--- src/rtl/mem_port_arbiter_pkg.sv ---
`default_nettype none
// ============================================================================
// Package : riscv_mem_pkg
// Brief   : Shared types and constants for the unified memory port arbiter.
//           Width codes follow the RISC-V load/store funct3 field.
// Revision: 1.0  initial release
// ============================================================================
package riscv_mem_pkg;

  // Access width codes (funct3)
  localparam logic [2:0] MEM_B  = 3'b000;
  localparam logic [2:0] MEM_H  = 3'b001;
  localparam logic [2:0] MEM_W  = 3'b010;
  localparam logic [2:0] MEM_BU = 3'b100;
  localparam logic [2:0] MEM_HU = 3'b101;

  // Arbiter transaction state
  typedef enum logic [1:0] {
    IDLE  = 2'd0,
    REQ   = 2'd1,
    WAIT  = 2'd2,
    MISAL = 2'd3
  } arb_state_t;

  // Which requester owns the outstanding transaction
  typedef enum logic {
    OWN_IF = 1'b0,
    OWN_LS = 1'b1
  } owner_t;

  // Halfwords need bit 0 clear, words need bits 1:0 clear; bytes are
  // always aligned. Unlisted codes are treated as aligned.
  function automatic logic is_misaligned(input logic [2:0] width,
                                         input logic [1:0] addr_lo);
    case (width)
      MEM_H, MEM_HU: return addr_lo[0];
      MEM_W:         return (addr_lo != 2'b00);
      default:       return 1'b0;
    endcase
  endfunction

endpackage
`default_nettype wire

--- src/rtl/mem_port_arbiter_if.sv ---
`default_nettype none
// ============================================================================
// Interface: mem_port_arbiter_if
// Brief    : Request/response bus of the single unified memory port.
//            master = arbiter side, slave = memory side.
// Revision : 1.0  initial release
// ============================================================================
interface mem_port_arbiter_if #(
  parameter int ADDR_W = 32,
  parameter int DATA_W = 32
);

  logic              req_valid;
  logic              req_ready;
  logic [ADDR_W-1:0] addr;
  logic              we;
  logic [2:0]        width;
  logic [DATA_W-1:0] wdata;
  logic              rsp_valid;
  logic [DATA_W-1:0] rdata;

  modport master (
    output req_valid, addr, we, width, wdata,
    input  req_ready, rsp_valid, rdata
  );

  modport slave (
    input  req_valid, addr, we, width, wdata,
    output req_ready, rsp_valid, rdata
  );

endinterface
`default_nettype wire

--- src/rtl/mem_port_arbiter_select.sv ---
`default_nettype none
// ============================================================================
// Module  : mem_arb_select
// Brief   : Grant selection between IF and LS. LS normally wins; a streak
//           counter of LS grants taken while IF waited forces an IF grant
//           once it reaches STARVE_LIMIT.
// Revision: 1.0  initial release
// ============================================================================
module mem_arb_select #(
  parameter int STARVE_LIMIT = 4
) (
  input  logic clk,
  input  logic reset,
  input  logic if_valid,
  input  logic ls_valid,
  input  logic grant_en,
  output logic grant_if,
  output logic grant_ls
);

  localparam int              CNT_W = $clog2(STARVE_LIMIT + 1);
  localparam logic [CNT_W-1:0] LIMIT = CNT_W'(STARVE_LIMIT);

  logic [CNT_W-1:0] r_streak;
  logic             w_starved;

  assign w_starved = (r_streak == LIMIT);

  // Pick at most one requester; IF wins when alone or when starved
  always_comb begin
    grant_if = grant_en && if_valid && (!ls_valid || w_starved);
    grant_ls = grant_en && ls_valid && !grant_if;
  end

  // Count LS grants that overtook a waiting IF; saturate at the limit
  always_ff @(posedge clk) begin
    if (reset) begin
      r_streak <= '0;
    end else if (grant_if) begin
      r_streak <= '0;
    end else if (grant_ls) begin
      if (!if_valid)
        r_streak <= '0;
      else if (!w_starved)
        r_streak <= r_streak + 1'b1;
    end
  end

endmodule
`default_nettype wire

--- src/rtl/mem_port_arbiter.sv ---
`default_nettype none
// ============================================================================
// Module  : mem_port_arbiter
// Brief   : Shares the unified memory port between instruction fetch (IF)
//           and load/store (LS). One transaction outstanding at a time;
//           misaligned LS accesses complete with an error and never reach
//           the memory.
// Revision: 1.0  initial release
// ============================================================================
module mem_port_arbiter
  import riscv_mem_pkg::*;
#(
  parameter int ADDR_W       = 32,
  parameter int DATA_W       = 32,
  parameter int STARVE_LIMIT = 4
) (
  input  logic              clk,
  input  logic              reset,
  // instruction fetch
  input  logic              if_req_valid,
  output logic              if_req_ready,
  input  logic [ADDR_W-1:0] if_addr,
  output logic              if_rsp_valid,
  output logic [DATA_W-1:0] if_rdata,
  // load/store
  input  logic              ls_req_valid,
  output logic              ls_req_ready,
  input  logic [ADDR_W-1:0] ls_addr,
  input  logic              ls_we,
  input  logic [2:0]        ls_width,
  input  logic [DATA_W-1:0] ls_wdata,
  output logic              ls_rsp_valid,
  output logic              ls_rsp_err,
  output logic [DATA_W-1:0] ls_rdata,
  // memory port
  mem_port_arbiter_if.master mem,
  // status
  output logic              err_spurious
);

  arb_state_t        r_state;
  arb_state_t        w_next;
  owner_t            r_owner;
  logic [ADDR_W-1:0] r_addr;
  logic              r_we;
  logic [2:0]        r_width;
  logic [DATA_W-1:0] r_wdata;

  logic              r_if_rsp_valid;
  logic [DATA_W-1:0] r_if_rdata;
  logic              r_ls_rsp_valid;
  logic              r_ls_rsp_err;
  logic [DATA_W-1:0] r_ls_rdata;
  logic              r_err_spurious;

  logic              w_grant_en;
  logic              w_grant_if;
  logic              w_grant_ls;
  logic              w_ls_misal;
  logic              w_mem_req_valid;

  mem_arb_select #(
    .STARVE_LIMIT(STARVE_LIMIT)
  ) u_select (
    .clk      (clk),
    .reset    (reset),
    .if_valid (if_req_valid),
    .ls_valid (ls_req_valid),
    .grant_en (w_grant_en),
    .grant_if (w_grant_if),
    .grant_ls (w_grant_ls)
  );

  assign w_ls_misal = is_misaligned(ls_width, ls_addr[1:0]);

  // State register
  always_ff @(posedge clk) begin
    if (reset)
      r_state <= IDLE;
    else
      r_state <= w_next;
  end

  // Next-state: IDLE -> REQ -> WAIT -> IDLE, or IDLE -> MISAL -> IDLE
  always_comb begin
    w_next = r_state;
    case (r_state)
      IDLE: begin
        if (w_grant_ls && w_ls_misal)
          w_next = MISAL;
        else if (w_grant_if || w_grant_ls)
          w_next = REQ;
      end
      REQ:     if (mem.req_ready) w_next = WAIT;
      WAIT:    if (mem.rsp_valid) w_next = IDLE;
      MISAL:   w_next = IDLE;
      default: w_next = IDLE;
    endcase
  end

  // State-decoded outputs: grants only in IDLE (and not under reset),
  // memory request only in REQ
  always_comb begin
    w_grant_en      = 1'b0;
    w_mem_req_valid = 1'b0;
    case (r_state)
      IDLE:    w_grant_en      = !reset;
      REQ:     w_mem_req_valid = 1'b1;
      default: ;
    endcase
  end

  // Capture the granted request; fields stay stable until the next grant
  always_ff @(posedge clk) begin
    if (reset) begin
      r_owner <= OWN_IF;
      r_addr  <= '0;
      r_we    <= 1'b0;
      r_width <= MEM_W;
      r_wdata <= '0;
    end else if (w_grant_if) begin
      r_owner <= OWN_IF;
      r_addr  <= if_addr;
      r_we    <= 1'b0;
      r_width <= MEM_W;
      r_wdata <= '0;
    end else if (w_grant_ls) begin
      r_owner <= OWN_LS;
      r_addr  <= ls_addr;
      r_we    <= ls_we;
      r_width <= ls_width;
      r_wdata <= ls_wdata;
    end
  end

  // Response pulses: memory completion routed to owner, or misalign error
  always_ff @(posedge clk) begin
    if (reset) begin
      r_if_rsp_valid <= 1'b0;
      r_if_rdata     <= '0;
      r_ls_rsp_valid <= 1'b0;
      r_ls_rsp_err   <= 1'b0;
      r_ls_rdata     <= '0;
    end else begin
      r_if_rsp_valid <= 1'b0;
      r_ls_rsp_valid <= 1'b0;
      r_ls_rsp_err   <= 1'b0;
      if (r_state == WAIT && mem.rsp_valid) begin
        if (r_owner == OWN_IF) begin
          r_if_rsp_valid <= 1'b1;
          r_if_rdata     <= mem.rdata;
        end else begin
          r_ls_rsp_valid <= 1'b1;
          r_ls_rdata     <= r_we ? '0 : mem.rdata;
        end
      end else if (w_grant_ls && w_ls_misal) begin
        r_ls_rsp_valid <= 1'b1;
        r_ls_rsp_err   <= 1'b1;
        r_ls_rdata     <= '0;
      end
    end
  end

  // Sticky flag for a memory response arriving with nothing outstanding
  always_ff @(posedge clk) begin
    if (reset)
      r_err_spurious <= 1'b0;
    else if (mem.rsp_valid && r_state != WAIT)
      r_err_spurious <= 1'b1;
  end

  assign if_req_ready  = w_grant_if;
  assign ls_req_ready  = w_grant_ls;
  assign if_rsp_valid  = r_if_rsp_valid;
  assign if_rdata      = r_if_rdata;
  assign ls_rsp_valid  = r_ls_rsp_valid;
  assign ls_rsp_err    = r_ls_rsp_err;
  assign ls_rdata      = r_ls_rdata;
  assign err_spurious  = r_err_spurious;

  assign mem.req_valid = w_mem_req_valid;
  assign mem.addr      = r_addr;
  assign mem.we        = r_we;
  assign mem.width     = r_width;
  assign mem.wdata     = r_wdata;

endmodule
`default_nettype wire

--- src/flat_wrapper.sv ---
// flat-port wrapper written by rule: the top's interface ports become plain ports
module mem_port_arbiter_flat import riscv_mem_pkg::*;
#(
  parameter int ADDR_W       = 32,
  parameter int DATA_W       = 32,
  parameter int STARVE_LIMIT = 4
)
  (clk, reset, if_req_valid, if_req_ready, if_addr, if_rsp_valid, if_rdata, ls_req_valid, ls_req_ready, ls_addr, ls_we, ls_width, ls_wdata, ls_rsp_valid, ls_rsp_err, ls_rdata, err_spurious, mem_req_valid, mem_addr, mem_we, mem_width, mem_wdata, mem_req_ready, mem_rsp_valid, mem_rdata);
  mem_port_arbiter_if #(.ADDR_W(ADDR_W), .DATA_W(DATA_W)) mem_i ();
  input  logic clk;
  input  logic reset;
  input  logic if_req_valid;
  output logic if_req_ready;
  input  logic [ADDR_W-1:0] if_addr;
  output logic if_rsp_valid;
  output logic [DATA_W-1:0] if_rdata;
  input  logic ls_req_valid;
  output logic ls_req_ready;
  input  logic [ADDR_W-1:0] ls_addr;
  input  logic ls_we;
  input  logic [2:0] ls_width;
  input  logic [DATA_W-1:0] ls_wdata;
  output logic ls_rsp_valid;
  output logic ls_rsp_err;
  output logic [DATA_W-1:0] ls_rdata;
  output logic err_spurious;
  output wire logic [$bits(mem_i.req_valid)-1:0] mem_req_valid;
  output wire logic [$bits(mem_i.addr)-1:0] mem_addr;
  output wire logic [$bits(mem_i.we)-1:0] mem_we;
  output wire logic [$bits(mem_i.width)-1:0] mem_width;
  output wire logic [$bits(mem_i.wdata)-1:0] mem_wdata;
  input wire logic [$bits(mem_i.req_ready)-1:0] mem_req_ready;
  input wire logic [$bits(mem_i.rsp_valid)-1:0] mem_rsp_valid;
  input wire logic [$bits(mem_i.rdata)-1:0] mem_rdata;
  assign mem_req_valid = mem_i.req_valid;
  assign mem_addr = mem_i.addr;
  assign mem_we = mem_i.we;
  assign mem_width = mem_i.width;
  assign mem_wdata = mem_i.wdata;
  assign mem_i.req_ready = mem_req_ready;
  assign mem_i.rsp_valid = mem_rsp_valid;
  assign mem_i.rdata = mem_rdata;
  mem_port_arbiter #(.ADDR_W(ADDR_W), .DATA_W(DATA_W), .STARVE_LIMIT(STARVE_LIMIT)) u_core (.clk(clk), .reset(reset), .if_req_valid(if_req_valid), .if_req_ready(if_req_ready), .if_addr(if_addr), .if_rsp_valid(if_rsp_valid), .if_rdata(if_rdata), .ls_req_valid(ls_req_valid), .ls_req_ready(ls_req_ready), .ls_addr(ls_addr), .ls_we(ls_we), .ls_width(ls_width), .ls_wdata(ls_wdata), .ls_rsp_valid(ls_rsp_valid), .ls_rsp_err(ls_rsp_err), .ls_rdata(ls_rdata), .mem(mem_i), .err_spurious(err_spurious));
endmodule
--- config.mk ---
export PLATFORM = sky130hd
export DESIGN_NAME = mem_port_arbiter_flat
export DESIGN_NICKNAME = d
export VERILOG_FILES = /design/src/rtl/mem_port_arbiter_pkg.sv /design/src/rtl/mem_port_arbiter_if.sv /design/src/rtl/mem_port_arbiter_select.sv /design/src/rtl/mem_port_arbiter.sv /design/src/flat_wrapper.sv
export SDC_FILE = /design/constraint.sdc
export NUM_CORES = 1
export LEC_CHECK = 0
export ABC_AREA = 1
export CAP_MARGIN = 20
export CELL_PAD_IN_SITES_DETAIL_PLACEMENT = 1
export CELL_PAD_IN_SITES_GLOBAL_PLACEMENT = 1
export CORE_MARGIN = 2
export CORE_UTILIZATION = 25
export DETAILED_ROUTE_END_ITERATION = 12
export PLACE_DENSITY = 0.79
export SLEW_MARGIN = 5
export SYNTH_ARGS = -nofsm -noshare
export SYNTH_HDL_FRONTEND = slang
export SYNTH_SLANG_ARGS = --single-unit
export TNS_END_PERCENT = 20
--- constraint.sdc ---
create_clock -name clk -period 1.4 [get_ports clk]
set_input_delay 0.21 -clock clk [delete_from_list [all_inputs] [get_ports clk]]
set_output_delay 0.21 -clock clk [all_outputs]
set_load 0.01 [all_outputs]
=== Word-level counts from Yosys, hierarchy flattened ===
Cells that the tools add are included.

* Memories: 0
* Output and inout bits: 139
* Bits in read-only memories: 0
* Latch bits: 0
* RAM bits: 0
* Register bits after elaboration: 142

* Add/subtract/negate cells: 1
* Bitwise operators: 2
* Multiplexer cells: 20
* Equal/unequal tests: 13
* Divide/modulo/power cells: 0
* Multipliers: 0
* Magnitude comparators: 0
* Reduce and logical (&&, ||, !) cells: 24
* Shift-type cells: 0

{| class="wikitable"
|+ Operators with widths
! operator !! count
|-
| $mux 32 || 6
|-
| $mux 2 || 4
|-
| $ne 2x2->1 const B || 4
|-
| $pmux 2 s4 || 1
|-
| $reduce_or 2->1 || 4
|-
| $logic_and 1x1->1 || 7
|-
| $eq 3x3->1 const B || 2
|-
| $mux 1 || 6
|-
| $mux 3 || 2
|-
| $reduce_and 2->1 || 3
|-
| $reduce_bool 2->1 || 3
|-
| $eq 2x2->1 const B || 2
|-
| $add 3x1->3 const B || 1
|-
| $eq 3x1->1 const B || 1
|-
| $eq 3x2->1 const B || 1
|-
| $logic_not 1->1 || 3
|-
| $ne 3x1->1 const B || 1
|-
| $reduce_and 3->1 || 1
|-
| $eq 2x1->1 const B || 1
|-
| $logic_not 2->1 || 1
|-
| $logic_or 1x1->1 || 2
|-
| $ne 2x1->1 const B || 1
|-
| $not 1->1 || 2
|-
| $pmux 1 s2 || 1
|}

=== Logic depth before layout (Yosys ltp) ===
* Depth after elaboration: 10
* Gate-level depth with buffers: 10

=== By module ===
Synthesis repeated with hierarchy kept, for this count alone.

* Cell total of the unflattened synthesis: 780
* Area, all modules: 5683.0 sq um

{| class="wikitable"
|+ By module, submodules not included
! module !! area each (sq um) !! times used !! sequential area each (sq um) !! cells each
|-
| mem_port_arbiter || 5460.2 || 1 || 2782.7 || 746
|-
| mem_arb_select || 222.7 || 1 || 60.1 || 34
|}

=== Worst setup path before layout ===
OpenSTA, ideal clock, no wires.

* Path type: register -> register
* From: register u_core.u_select.r_streak[0]
* To: register u_core.r_wdata[23] (netlist: u_core.mem.wdata[23])
* Path buffers: 1
* Data required time: 1330 ps
* Arrival: 1355 ps
* Cell stages (with the launch flop): 9
* Library setup time: 70 ps
* Path slack: -24 ps
* Path through: dfxtp_1 -> inv_1 -> ha_1 -> a21boi_2 -> nor2_8 -> nor2_4 -> inv_2 -> buf_2 -> a21oi_1

* Cells in the longest elaborated chain, start to end: 5
* Elaborated cells on any way between the ends: 6
* Those cells by class: eq/ne (1); reduce/logical (5)

{| class="wikitable"
|+ RTL lines
! what !! line !! source
|-
| start: declaration || mem_port_arbiter_select.sv:24 || <nowiki>logic [CNT_W-1:0] r_streak;</nowiki>
|-
| start signal: assignment || mem_port_arbiter_select.sv:45 || <nowiki>r_streak <= r_streak + 1'b1;</nowiki>
|-
| $eq 3x3->1 (*) || mem_port_arbiter_select.sv:27 || <nowiki>assign w_starved = (r_streak == LIMIT);</nowiki>
|-
| $logic_or 1x1->1 (*) || mem_port_arbiter_select.sv:31 || <nowiki>grant_if = grant_en && if_valid && (!ls_valid || w_starved);</nowiki>
|-
| $logic_and 1x1->1 (*) || mem_port_arbiter_select.sv:31 ||
|-
| $logic_not 1->1 || mem_port_arbiter_select.sv:32 || <nowiki>grant_ls = grant_en && ls_valid && !grant_if;</nowiki>
|-
| $logic_and 1x1->1 || mem_port_arbiter_select.sv:32 ||
|-
| end signal: assignment || mem_port_arbiter.sv:132 || <nowiki>r_wdata <= ls_wdata;</nowiki>
|-
| end: declaration || mem_port_arbiter.sv:47 || <nowiki>logic [DATA_W-1:0] r_wdata;</nowiki>
|}

Mark *: on every way between the ends. The rest lies on a longest branch, timed or not.
A chain may end at the register's enable or synchronous reset.

=== Final worst setup path ===
* From: register u_core.r_state[0]
* To: register u_core.r_ls_rdata[17] (netlist: u_core.ls_rdata[17])

* Cells in the longest elaborated chain, start to end: 9
* Elaborated cells on any way between the ends: 14
* Those cells by class: eq/ne (2); mux (2); reduce/logical (10)

{| class="wikitable"
|+ RTL lines
! what !! line !! source
|-
| start: declaration || mem_port_arbiter.sv:41 || <nowiki>arb_state_t r_state;</nowiki>
|-
| start signal: assignment || mem_port_arbiter.sv:81 || <nowiki>r_state <= w_next;</nowiki>
|-
| $logic_not 2->1 || mem_port_arbiter.sv:106 || <nowiki>case (r_state)</nowiki>
|-
| $mux 1 || mem_port_arbiter.sv:106 ||
|-
| $logic_and 1x1->1 (2 in series) || mem_port_arbiter_select.sv:31 ||
|-
| $logic_not 1->1 || mem_port_arbiter_select.sv:32 ||
|-
| $logic_and 1x1->1 || mem_port_arbiter_select.sv:32 ||
|-
| $logic_and 1x1->1 || mem_port_arbiter.sv:156 || <nowiki>end else if (w_grant_ls && w_ls_misal) begin</nowiki>
|-
| $reduce_bool 2->1 (no line) || - ||
|-
| $reduce_and 2->1 (no line) || - ||
|-
| end signal: assignment || mem_port_arbiter.sv:154 || <nowiki>r_ls_rdata <= r_we ? '0 : mem.rdata;</nowiki>
|-
| end: declaration || mem_port_arbiter.sv:53 || <nowiki>logic [DATA_W-1:0] r_ls_rdata;</nowiki>
|}

Several ways; a longest one is shown, not always the timed one.

==> impl_metrics.json <==
{
  "run_status": "finished with violations",
  "violations": "negative setup slack",
  "ys_types": 25,
  "numCtsBuffers": 17,
  "synth_mux_area_share_pct": 0,
  "rrSetupSlack_ps": -240,
  "route.detailed.drc": 0,
  "drt_iter0_drc": 270,
  "cts_tree": "built",
  "power.total_uw": 11400,
  "synthesis.instances": 754,
  "ys_top_cells_by_area": "dfxtp_1 (49%), nand2_1 (9.3%), nand3_1 (8.9%)",
  "clkSinkCount": 142,
  "fin_ws_ps": -243,
  "htreeDepth": 4,
  "final_hold_viol_count": 0,
  "ys_seq_area_share_pct": 49.4,
  "dpl.cell_count": 1312,
  "viasPerCell": 4.76,
  "core_area_mm2": 0.0226,
  "crit_required_ps": 1680,
  "post_drt_wl_per_cell_um": 18.5,
  "cts_root_buf": "clkbuf_16",
  "syn_avg_cell_area_um2": 7.63,
  "nets": 1206,
  "globalplace.congestion": 0.762,
  "synth_top_area_share_pct": 49.4,
  "port_buffers": 276,
  "grt_pass1_vias": 6896,
  "crit_path_max_fanout": 11,
  "synth-seq-cells": 142,
  "powerDensity_mw_per_mm2": 1050,
  "ant_nets": 0,
  "cp-start-kind": "register",
  "pin_count": 277,
  "antenna_cells": 0,
  "yosys_warnings": 0,
  "final_common_cell": "dfxtp_1",
  "ir_drop_v": 0.000668,
  "synthSimpleGateAreaFrac_pct": 30.8,
  "fin_cells": 1364,
  "chipHeight_um": 156,
  "crit_type": "register to register",
  "post-route-period-util_pct": 117,
  "path_clk_slew_ps": 70,
  "setup_viol": 112,
  "relSlewSlack_pct": 47.2,
  "drt-pass1-iter-count": 4,
  "synth_nets": 894,
  "cts_buffer_depth": 2,
  "synthAdderAreaFrac_pct": 0.435,
  "area_delta_synth_final_pct": 87.6,
  "drive_above_1_share_pct": 29.2,
  "row_count": 55,
  "synth-xor-area-share_pct": 0,
  "vias": 6493,
  "r2r_cells": 9,
  "fp.dieArea_mm2": 0.0242,
  "slew_viol_final": 0,
  "maxCapViolations": 0,
  "start_util_pct": 25.4,
  "hold_ws_ps": 327,
  "power_leakage_uw": 0.00492,
  "hp-class": "primary input to register",
  "yosys.area.top_type": "dfxtp_1",
  "overflow": 0,
  "totalWireLength_um": 25200,
  "die_w_um": 156,
  "synth_compound_area_share_pct": 10.8,
  "tightest_slew_ps": 792,
  "grt_max_degree": 55,
  "clk-insertion-delay-late_ps": 420,
  "track_usage_pct": 20.2,
  "fmax_ghz": 0.609,
  "hpwlAfterDp_um": 16400,
  "whs_path_depth": 5,
  "grt_pass1_wl_um": 38300,
  "finClkSkew_ps": 12.4,
  "fin_crit_ps": 1640,
  "rsz0062_at_grt": "yes",
  "grt_antenna_before_repair": 0,
  "synth_top_family_by_area": "simple AND/OR/NAND/NOR gates",
  "mostFrequentLayoutCells": "dfxtp_1 (138), clkdlybuf4s50_1 (136), dlygate4sd2_1 (136)",
  "end_kind": "register",
  "finish.utilization_pct": 47.7,
  "cp.arrival_ps": 1920,
  "syn-cell-area_mm2": 0.00575,
  "ctsHoldBuffers": 0
}
-- critical path: stages, from the launching register on --
cell and delay (ps):
dfxtp_4 360, nor2_4 180, nand3_4 140, nor2_8 170, buf_6 120, buf_12 120, nand2_8 90, buf_16 170
nand3_1 80, a21oi_1 70
-- synthesized netlist by cell type --
cell	n
dfxtp_1	142
nand2_4	1
nand4_1	32
or2_1	8
o21ai_0	33
a21oi_1	86
nor2_1	53
buf_1	1
nor2_2	1
nand3_4	2
inv_2	6
a21boi_2	1
nor3_1	1
buf_4	5
or2_2	22
nand3_1	102
nor2_8	2
buf_2	28
o21ai_1	3
ha_1	2
nand2_2	2
nor2_4	3
inv_1	54
clkbuf_1	22
nand2_1	142
-- routing by layer --
metal | GRT usage [%] | part of all wire, % | routed length [um]
met1 | 23.4 | 39 | 9940
met2 | 35.9 | 52 | 13100
met3 | 5.11 | 5.6 | 1420
met4 | 7.73 | 3.0 | 759
met5 | 0 | 0 | 0
-- path summary, 6_finish.rpt --
path	start	end
worst max register to register	u_core.r_state[0]	u_core.ls_rdata[17]
worst max-delay path	u_core.r_state[0]	u_core.ls_rdata[17]
worst min register to register	u_core.mem.wdata[29]	u_core.mem.wdata[29]
worst min-delay path	reset	u_core.if_rdata[26]
-- repair_timing --
action / CTS / global route
setup endpoints to repair: 280 / 142
resized for setup: 302 / 112
setup buffers: 8 / 3
pin swaps: 46 / 38
gates cloned: 9 / 1
-- power breakdown --
group          switching (uW)  internal [uW]  leakage (uW)
Clock                    1960           2630      0.000279
Combinational            1170           1230       0.00348
Sequential                105           4250       0.00116
-- cells by family after synthesis --
family / count (synthesis)
AOI/OAI and AO/OA: 123
adders and majority gates: 2
buffers and inverters: 116
DFF: 142
and+or+nand+nor: 371
-- per-stage QoR --
stage / setup slack (ps) / TNS (ps) / area [um2]
floorplan: -11.4 / -352 / 5760
CTS: -249 / -20460 / 10400
global route: -324 / -27780 / 10800
detailed placement: -547 / -56330 / 9140
finish: -243 / -18340 / 10800
global placement: -498 / -51020 / 9140
-- sequential cells by signal, indices dropped and copies added (netlist names), 2 cells and up --
| signal | flops |
|---|---|
| u_core.if_rdata | 32 |
| u_core.ls_rdata | 32 |
| u_core.mem.addr | 32 |
| u_core.mem.wdata | 32 |
| u_core.mem.width | 3 |
| u_core.r_state | 2 |
| u_core.u_select.r_streak | 3 |
-- layout make-up --
type	count	area, um2
fillers	2611	11800
clock inverters	12	124
repair buffers	349	3590
flip-flops and latches	142	2850
well taps	285	357
clock buffers	20	467
inverters	60	258
multi-input cells	496	3140
Note: power is estimated with default switching activity, not from simulation.
